--- src/rtl/minibyte2_pkg.sv ---
// Shared encodings for the minibyte2 accumulator core: opcodes, FSM state codes
// and debug readout selects.
package minibyte2_pkg;

  localparam logic [3:0] OP_NOP = 4'h0;
  localparam logic [3:0] OP_LDI = 4'h1;
  localparam logic [3:0] OP_LDA = 4'h2;
  localparam logic [3:0] OP_STA = 4'h3;
  localparam logic [3:0] OP_ADD = 4'h4;
  localparam logic [3:0] OP_SUB = 4'h5;
  localparam logic [3:0] OP_AND = 4'h6;
  localparam logic [3:0] OP_OR  = 4'h7;
  localparam logic [3:0] OP_XOR = 4'h8;
  localparam logic [3:0] OP_NOT = 4'h9;
  localparam logic [3:0] OP_SHL = 4'hA;
  localparam logic [3:0] OP_SHR = 4'hB;
  localparam logic [3:0] OP_JMP = 4'hC;
  localparam logic [3:0] OP_BZ  = 4'hD;
  localparam logic [3:0] OP_BN  = 4'hE;
  localparam logic [3:0] OP_HLT = 4'hF;

  localparam logic [2:0] ST_FETCH  = 3'd0;
  localparam logic [2:0] ST_DECODE = 3'd1;
  localparam logic [2:0] ST_OPND   = 3'd2;
  localparam logic [2:0] ST_EXEC   = 3'd3;
  localparam logic [2:0] ST_HALT   = 3'd4;

  localparam logic [2:0] DBG_ADDR   = 3'd0;
  localparam logic [2:0] DBG_A      = 3'd1;
  localparam logic [2:0] DBG_M      = 3'd2;
  localparam logic [2:0] DBG_PC     = 3'd3;
  localparam logic [2:0] DBG_IR     = 3'd4;
  localparam logic [2:0] DBG_FLAGS  = 3'd5;
  localparam logic [2:0] DBG_STATE  = 3'd6;
  localparam logic [2:0] DBG_RETCNT = 3'd7;

endpackage

--- src/rtl/minibyte2_alu.sv ---
// Combinational accumulator ALU; LDI/LDA pass the memory operand through so every
// A-writing instruction shares one result and flag path.
module minibyte2_alu
  import minibyte2_pkg::*;
#(
  parameter int DATA_W = 8
) (
  input  logic [DATA_W-1:0] a,
  input  logic [DATA_W-1:0] b,
  input  logic [3:0]        op,
  output logic [DATA_W-1:0] result,
  output logic              z,
  output logic              n
);

  // Result select per opcode; non-A-writing opcodes simply return A
  always_comb begin
    result = a;
    case (op)
      OP_LDI, OP_LDA: result = b;
      OP_ADD:         result = a + b;
      OP_SUB:         result = a - b;
      OP_AND:         result = a & b;
      OP_OR:          result = a | b;
      OP_XOR:         result = a ^ b;
      OP_NOT:         result = ~a;
      OP_SHL:         result = {a[DATA_W-2:0], 1'b0};
      OP_SHR:         result = {1'b0, a[DATA_W-1:1]};
      default:        result = a;
    endcase
  end

  assign z = (result == {DATA_W{1'b0}});
  assign n = result[DATA_W-1];

endmodule

--- src/rtl/minibyte2_cpu.sv ---
// minibyte2 accumulator CPU core: registers, multi-cycle control FSM, req/ready
// memory handshake, retired-instruction counter and debug readout.
module minibyte2_cpu
  import minibyte2_pkg::*;
#(
  parameter int                DATA_W   = 8,
  parameter int                ADDR_W   = 8,
  parameter logic [ADDR_W-1:0] RESET_PC = {ADDR_W{1'b0}}
) (
  input  logic              clk_in,
  input  logic              rst_in,
  input  logic              ena_in,
  input  logic [DATA_W-1:0] mem_rdata_in,
  input  logic              mem_ready_in,
  input  logic [2:0]        dbg_sel_in,
  output logic              mem_req_out,
  output logic              mem_we_out,
  output logic [ADDR_W-1:0] mem_addr_out,
  output logic [DATA_W-1:0] mem_wdata_out,
  output logic              drive_out,
  output logic              halted_out,
  output logic [DATA_W-1:0] dbg_out
);

  logic [2:0]        state_r;
  logic [ADDR_W-1:0] pc_r;
  logic [DATA_W-1:0] a_r, m_r, ir_r, retcnt_r;
  logic              z_r, n_r;

  logic [3:0]        opcode_s;
  logic              req_s, we_s, done_s;
  logic [ADDR_W-1:0] addr_s, pc_inc_s, operand_s;
  logic [DATA_W-1:0] alu_res_s;
  logic              alu_z_s, alu_n_s;

  assign opcode_s  = ir_r[3:0];
  assign pc_inc_s  = pc_r + ADDR_W'(1'b1);
  assign operand_s = mem_rdata_in[ADDR_W-1:0];

  minibyte2_alu #(.DATA_W(DATA_W)) u_alu (
    .a      (a_r),
    .b      (mem_rdata_in),
    .op     (opcode_s),
    .result (alu_res_s),
    .z      (alu_z_s),
    .n      (alu_n_s)
  );

  // Per-state memory request decode; only FETCH is gated by ena_in
  always_comb begin
    req_s  = 1'b0;
    we_s   = 1'b0;
    addr_s = pc_r;
    case (state_r)
      ST_FETCH: req_s = ena_in;
      ST_OPND:  req_s = 1'b1;
      ST_EXEC: begin
        req_s  = 1'b1;
        we_s   = (opcode_s == OP_STA);
        addr_s = m_r[ADDR_W-1:0];
      end
      default: req_s = 1'b0;
    endcase
  end

  // Qualifying with rst_in drops the request the instant reset asserts, even with ena_in high
  assign mem_req_out   = req_s & rst_in;
  assign mem_we_out    = we_s & mem_req_out;
  assign mem_addr_out  = mem_req_out ? addr_s : {ADDR_W{1'b0}};
  assign mem_wdata_out = a_r;
  assign drive_out     = mem_req_out & mem_we_out;
  assign halted_out    = (state_r == ST_HALT);
  assign done_s        = mem_req_out & mem_ready_in;

  // Architectural registers and control FSM
  always_ff @(posedge clk_in or negedge rst_in) begin
    if (!rst_in) begin
      state_r  <= ST_FETCH;
      pc_r     <= RESET_PC;
      a_r      <= {DATA_W{1'b0}};
      m_r      <= {DATA_W{1'b0}};
      ir_r     <= {DATA_W{1'b0}};
      retcnt_r <= {DATA_W{1'b0}};
      z_r      <= 1'b0;
      n_r      <= 1'b0;
    end else begin
      case (state_r)
        ST_FETCH: if (done_s) begin
          ir_r    <= mem_rdata_in;
          pc_r    <= pc_inc_s;
          state_r <= ST_DECODE;
        end
        ST_DECODE: case (opcode_s)
          OP_NOP: begin
            retcnt_r <= retcnt_r + DATA_W'(1'b1);
            state_r  <= ST_FETCH;
          end
          OP_NOT, OP_SHL, OP_SHR: begin
            a_r      <= alu_res_s;
            z_r      <= alu_z_s;
            n_r      <= alu_n_s;
            retcnt_r <= retcnt_r + DATA_W'(1'b1);
            state_r  <= ST_FETCH;
          end
          OP_HLT: begin
            retcnt_r <= retcnt_r + DATA_W'(1'b1);
            state_r  <= ST_HALT;
          end
          default: state_r <= ST_OPND;
        endcase
        ST_OPND: if (done_s) begin
          case (opcode_s)
            OP_LDI: begin
              a_r      <= alu_res_s;
              z_r      <= alu_z_s;
              n_r      <= alu_n_s;
              pc_r     <= pc_inc_s;
              retcnt_r <= retcnt_r + DATA_W'(1'b1);
              state_r  <= ST_FETCH;
            end
            OP_JMP: begin
              pc_r     <= operand_s;
              retcnt_r <= retcnt_r + DATA_W'(1'b1);
              state_r  <= ST_FETCH;
            end
            OP_BZ, OP_BN: begin
              pc_r     <= ((opcode_s == OP_BZ) ? z_r : n_r) ? operand_s : pc_inc_s;
              retcnt_r <= retcnt_r + DATA_W'(1'b1);
              state_r  <= ST_FETCH;
            end
            default: begin
              m_r     <= mem_rdata_in;
              pc_r    <= pc_inc_s;
              state_r <= ST_EXEC;
            end
          endcase
        end
        ST_EXEC: if (done_s) begin
          if (opcode_s != OP_STA) begin
            a_r <= alu_res_s;
            z_r <= alu_z_s;
            n_r <= alu_n_s;
          end
          retcnt_r <= retcnt_r + DATA_W'(1'b1);
          state_r  <= ST_FETCH;
        end
        ST_HALT: state_r <= ST_HALT;
        default: state_r <= ST_FETCH;
      endcase
    end
  end

  // Debug readout, zero-extended to DATA_W
  always_comb begin
    dbg_out = {DATA_W{1'b0}};
    case (dbg_sel_in)
      DBG_ADDR:   dbg_out = DATA_W'(mem_addr_out);
      DBG_A:      dbg_out = a_r;
      DBG_M:      dbg_out = m_r;
      DBG_PC:     dbg_out = DATA_W'(pc_r);
      DBG_IR:     dbg_out = ir_r;
      DBG_FLAGS:  dbg_out = DATA_W'({n_r, z_r});
      DBG_STATE:  dbg_out = DATA_W'(state_r);
      DBG_RETCNT: dbg_out = retcnt_r;
      default:    dbg_out = {DATA_W{1'b0}};
    endcase
  end

endmodule

--- config.mk ---
export PLATFORM = sky130hd
export DESIGN_NAME = minibyte2_cpu
export DESIGN_NICKNAME = d
export VERILOG_FILES = /design/src/rtl/minibyte2_pkg.sv /design/src/rtl/minibyte2_alu.sv /design/src/rtl/minibyte2_cpu.sv
export SDC_FILE = /design/constraint.sdc
export NUM_CORES = 1
export LEC_CHECK = 0
export ABC_AREA = 1
export ABC_CLOCK_PERIOD_IN_PS = 6400
export BUFFER_PORTS_ARGS = -buffer_cell sky130_fd_sc_hd__buf_4
export CAP_MARGIN = 20
export CORE_UTILIZATION = 55
export CTS_CLUSTER_DIAMETER = 40
export DETAILED_ROUTE_END_ITERATION = 8
export PLACE_DENSITY = 0.75
export SETUP_SLACK_MARGIN = 0.4
export SYNTH_ARGS = -nofsm -noshare
export SYNTH_HDL_FRONTEND = slang
export SYNTH_HIERARCHICAL = 1
export SYNTH_SLANG_ARGS = --single-unit
--- constraint.sdc ---
create_clock -name clk_in -period 6.4 [get_ports clk_in]
set_clock_uncertainty 0.05 [all_clocks]
set_input_delay 0.32 -clock clk_in [delete_from_list [all_inputs] [get_ports clk_in]]
set_output_delay 0.32 -clock clk_in [all_outputs]
set_load 0.1 [all_outputs]
; ---- Yosys cells after proc, flatten, opt, wreduce, memory -nomap -nowiden
; Cells that the tools add are included.
; W data, S select, Z words.
[classes]
n_addsub = 4
n_eq_ne = 35
mux = 41
bitwise_logic = 9
reduce_logical = 19
[ops]
columns = operator, n
row1 = $mux W8, 14
row2 = $pmux W8 S9, 1
row3 = $pmux W8 S8, 1
row4 = $pmux W8 S3, 2
row5 = $eq A4 B4 Y1 const B, 8
row6 = $pmux W8 S2, 2
row7 = $add A8 B1 Y8 const B, 2
row8 = $eq A4 B3 Y1 const B, 4
row9 = $eq A3 B3 Y1 const B, 5
row10 = $pmux W3 S5, 1
row11 = $ne A2 B2 Y1 const B, 7
row12 = $eq A3 B2 Y1 const B, 4
row13 = $mux W1, 12
row14 = $mux W3, 3
row15 = $reduce_and A3 Y1, 3
row16 = $add A8 B8 Y8, 1
row17 = $and A8 B8 Y8, 1
row18 = $eq A4 B2 Y1 const B, 2
row19 = $logic_not A8 Y1, 1
row20 = $not A8 Y8, 1
row21 = $or A8 B8 Y8, 1
row22 = $reduce_or A4 Y1, 2
row23 = $sub A8 B8 Y8, 1
row24 = $xor A8 B8 Y8, 1
row25 = 20 further kinds, 28
[totals]
regBits = 45
in_bits = 15
out_inout_bits = 28
wordCells = 116

; ---- Longest topological paths before layout
[depth]
word_depth = 7
ltp_mapped = 22

; ---- Hierarchy
; The synthesis kept the hierarchy.
[modules_own_cells]
columns = mod, n_inst, cells_each, area_each_um2
row1 = minibyte2_cpu, 1, 422, 2927.8
row2 = minibyte2_alu, 1, 270, 1442.6

; ---- Worst setup path after synthesis
; No wires, ideal clock.
[synth_path]
path_kind = register to output
start = register state_r[2]
end = output mem_we_out
t_arrival_ps = 4316
required_ps = 6030
path_slack_ps = 1714
stages_incl_launch_ff = 5
n_path_buf = 1
path_cell_list = dfrtp_1 -> nor2_1 -> nand2_2 -> nor4_1 -> buf_4
[synth_via]
elab_chain_len = 5
[synth_lines]
columns = item, line_no
row1 = "start, declared", minibyte2_cpu.sv:25  ; logic [2:0] state_r;
row2 = "start signal, assigned", minibyte2_cpu.sv:78  ; state_r <= ST_FETCH;
row3 = "start signal, assigned", minibyte2_cpu.sv:91  ; state_r <= ST_DECODE;
row4 = "start signal, assigned", minibyte2_cpu.sv:96  ; state_r <= ST_FETCH;
row5 = $eq A3 B2 Y1, minibyte2_cpu.sv:54  ; case (state_r)
row6 = $reduce_or A2 Y1 (no source line), n/a
row7 = $pmux W1 S2, minibyte2_cpu.sv:54
row8 = $and A1 B1 Y1, minibyte2_cpu.sv:67  ; assign mem_req_out = req_s & rst_in;
row9 = $and A1 B1 Y1 (*), minibyte2_cpu.sv:68  ; assign mem_we_out = we_s & mem_req_out;
row10 = "end, declared", minibyte2_cpu.sv:17  ; output logic mem_we_out,
; Every way passes the cells marked *; elsewhere a longest branch is shown, timed or not.

; ---- Worst setup path in the final report
[layout_path]
start = register ir_r[0]
end = register z_r
[layout_via]
elab_chain_len = 7
[layout_lines]
columns = item, line_no
row1 = "start, declared", minibyte2_cpu.sv:27  ; logic [DATA_W-1:0] a_r, m_r, ir_r, retcnt_r;
row2 = "start signal, assigned", minibyte2_cpu.sv:82  ; ir_r <= {DATA_W{1'b0}};
row3 = "start signal, assigned", minibyte2_cpu.sv:89  ; ir_r <= mem_rdata_in;
row4 = $eq A4 B1 Y1 / $eq A4 B2 Y1 (equally long branches), minibyte2_alu.sv:19  ; case (op)
row5 = $reduce_or A2 Y1, minibyte2_alu.sv:19
row6 = $pmux W8 S9 (*), minibyte2_alu.sv:19
row7 = $logic_not A8 Y1 (*), minibyte2_alu.sv:33  ; assign z = (result == {DATA_W{1'b0}});
row8 = named net alu_z_s, minibyte2_cpu.sv:34  ; logic alu_z_s, alu_n_s;
row9 = "$mux W1, on equally long branches", "minibyte2_cpu.sv:139, minibyte2_cpu.sv:112"
row10 = "$mux W1, on equally long branches", "minibyte2_cpu.sv:138, minibyte2_cpu.sv:111"
row11 = $pmux W1 S3 (*), minibyte2_cpu.sv:87  ; case (state_r)
row12 = "end signal, assigned", minibyte2_cpu.sv:100  ; z_r <= alu_z_s;
row13 = "end signal, assigned", minibyte2_cpu.sv:115  ; z_r <= alu_z_s;
row14 = "end signal, assigned", minibyte2_cpu.sv:141  ; z_r <= alu_z_s;
row15 = "end, declared", minibyte2_cpu.sv:28  ; logic z_r, n_r;
; The timed path passes the listed nets; every way through them passes the cells marked *. The select of a mux whose other input is x is not followed.
; A chain may end at the register's enable or synchronous reset.

==> results.yml <==
clocking:
  clock_sinks: 45
  cts_hold_buf: 0
  cts_buffer_depth: 2
  clk-insertion-delay-late_ns: 0.30
  tritoncts: "yes"
  cts_made_buffers: 5
  h-tree-depth: 2
  post_cts_buffers: 0
  cts_root_buf: "clkbuf_8"
  clk_pin_slew_worst_paths_ns: 0.09
  cts_resized: 0
sta:
  max_freq_ghz: 0.347
  rsz0062_at_grt: "false"
  finalSetupTns_ns: 0
  min_period_ns: 2.89
  final-hold-violation-count: 23
  relSlewSlack: 0.535
  fin_crit_sh: 0.451
  whs_ns: -0.0213
  worst_pin_slew_ns: 0.695
  setup_viol: 0
  slew_viol_final: 0
logic_synthesis:
  ys_top_cells_by_count: "206 x nand2_1, 107 x inv_1, 63 x nand3_1"
  avgSynthCellArea_sq_um: 6.32
  async_reset_ff_frac: 1.00
  yosysWarnings: 6
  synth_area_leader_cell: "dfrtp_1"
  synth_edf_count: 0
  ys_seq_area_frac: 0.258
  yosys-top-cells-area: "dfrtp_1 26%, nand2_1 18%, inv_1 9.2%"
  synth_top_area_share: 0.258
  syn_area_sq_mm: 0.00437
  synth_nets: 734
  ys.flop_type: "dfrtp_1"
  syn_inst: 692
  synth.ff_latch_count: 45
  synth_most_common_cell: "nand2_1"
  synth_cell_type_count: 38
global_route:
  grt_pass1_vias: 4346
  antenna_found_initial: 0
  gr-total-overflow: 0
  grt_first_pass_wirelength_um: 21900
  grt_max_degree: 48
  grt_usage: 0.338
routing:
  routed_via_density: 5.65
  first_pass_iters: 7
  drtIter0Drc: 530
  drc: 0
  drt-total-wl_um: 13700
  routedWlPerCell_um: 16.4
  num_vias: 4727
  ant_nets: 0
finish:
  final_nets: 776
  final_layout_size_suffix_gt1_frac: 0.140
  antenna_cells: 0
  fill_cells: 752
  area_growth_pct: 11.4
  final-seq-area_sq_mm: 0.00113
  fin_cells: 836
  multiInputGateArea_sq_mm: 0.00273
  final_core_util: 0.633
setup_path:
  required_ns: 6.60
  cp-end-kind: "flop"
  critical_path_class: "flop to flop"
  path_max_fanout: 9
  crit_arrival_ns: 3.08
  start_kind: "flop"
worst_hold_path:
  min_path_type: "input port to asynchronous set/reset pin"
floorplan:
  die_y_um: 91.1
  dieArea_sq_mm: 0.00831
  rows: 32
  fp.dieW_um: 91.1
  coreArea_sq_mm: 0.00769
  io_pins: 43
  initial_core_util: 0.569
placement:
  portBuffers: 42
  routabilityCongestion: 0.939
  hpwlAfterDp_um: 10500
  placedCellCount: 829
job:
  cap_violations: 0
power_and_ir_drop:
  peakVddDrop_mv: 0.344
  powerDensity_mw_per_mm2: 570
  power.leakage_nw: 2.66
  p_total_mw: 2.77
outcome:
  status: "complete, but fails checks"
  failed_checks: "hold timing"
sequential cells by signal, indices dropped and copies added, names as in the netlist:
| name | flops |
|---|---|
| ir_r | 8 |
| pc_r | 8 |
| z_r | 1 |
| mem_wdata_out | 8 |
| state_r | 3 |
| retcnt_r | 8 |
| n_r | 1 |
| m_r | 8 |
per-stage QoR:
stage	instance area (sq um)	setup WS (ns)	hold WS, ns
after floorplan	4370	1.71	-0.0256
after global placement	4760	3.66	0.320
after detailed placement	4760	3.51	0.329
after CTS	4870	3.57	0.00126
after global routing	4870	3.25	0.0367
final	4870	3.51	-0.0213
cell type report:
cell class              count  area share
clock buffers               5      0.0141
clock inverters             2     0.00720
inverters                 122      0.0941
multi-input cells         517       0.561
flip-flops and latches     45       0.231
well taps                 102      0.0262
repair buffers             43      0.0663
cell families (layout without fill, tap and decap cells):
family                     count (synthesis)  after routing  share of synthesized area
and+or+nand+nor                          377            377                      0.377
buffers and inverters                    130            172                      0.118
AOI/OAI and AO/OA                         98             98                      0.138
DFF                                       45             45                      0.258
adders and majority gates                 27             27                     0.0790
xor gates and xnor gates                  15             15                     0.0301
worst paths after layout:
path                                  from          end  slack (ns)  depth (start not counted)
setup / recovery                   ir_r[0]          z_r        3.51                         20
hold / removal                      rst_in  retcnt_r[0]       -0.02                          1
setup reg to reg                   ir_r[0]          z_r        3.51                         20
hold reg to reg                    ir_r[7]      ir_r[7]        0.45                          2
max in group asynchronous           rst_in      ir_r[3]        5.89                          1
min in group clk_in        mem_rdata_in[1]       m_r[1]        0.23                          3
per-layer routing:
layer | share of wire | global-route usage | vias up
li1 | - | - | 2295
met3 | 0.078 | 0.0369 | 20
met2 | 0.45 | 0.540 | 207
met5 | 0 | 0 | -
met1 | 0.45 | 0.485 | 2205
met4 | 0.020 | 0.0913 | 0
power by group:
part	internal [mW]	switching (mW)	total [mW]
logic	0.537	1.42	1.96
registers	0.411	0.187	0.598
clock network	0.114	0.104	0.218
total	1.06	1.71	2.77
worst max-delay path: stages, from the launching register on:
cell     delay [ns]
dfrtp_1        0.53
inv_2          0.09
nor2_2         0.22
nand2_2        0.15
o31ai_1        0.12
xor2_1         0.21
inv_1          0.06
ha_1           0.32
nand2_1        0.10
inv_1          0.04
nand2_1        0.05
nand2_1        0.04
a21oi_1        0.16
nand3_1        0.10
nand3_1        0.11
nand2_1        0.06
nand2_1        0.07
nand3_1        0.08
nor2_1         0.10
nand3_1        0.08
nand2_1        0.08
layout by cell type, fill, tap and decap left out, types with 2 or more instances in the layout:
| master | instances |
|---|---|
| o22ai_1 | 13 |
| nand3_2 | 2 |
| o2111ai_1 | 4 |
| o211ai_1 | 2 |
| o21ai_0 | 24 |
| ha_1 | 26 |
| nand4_1 | 11 |
| a211oi_1 | 4 |
| nor2_4 | 5 |
| nor2_1 | 62 |
| o21ai_2 | 9 |
| a21oi_2 | 2 |
| inv_2 | 14 |
| a21oi_1 | 25 |
| nand2_1 | 206 |
| nand3b_1 | 3 |
| buf_4 | 43 |
| clkbuf_8 | 5 |
| inv_1 | 107 |
| xor2_1 | 15 |
| dfrtp_1 | 45 |
| nor2_2 | 3 |
| nor3_1 | 2 |
| o21ai_1 | 9 |
| nand2_2 | 16 |
| nand3_1 | 63 |
| o31ai_1 | 2 |
(Power assumes the default switching activity.)
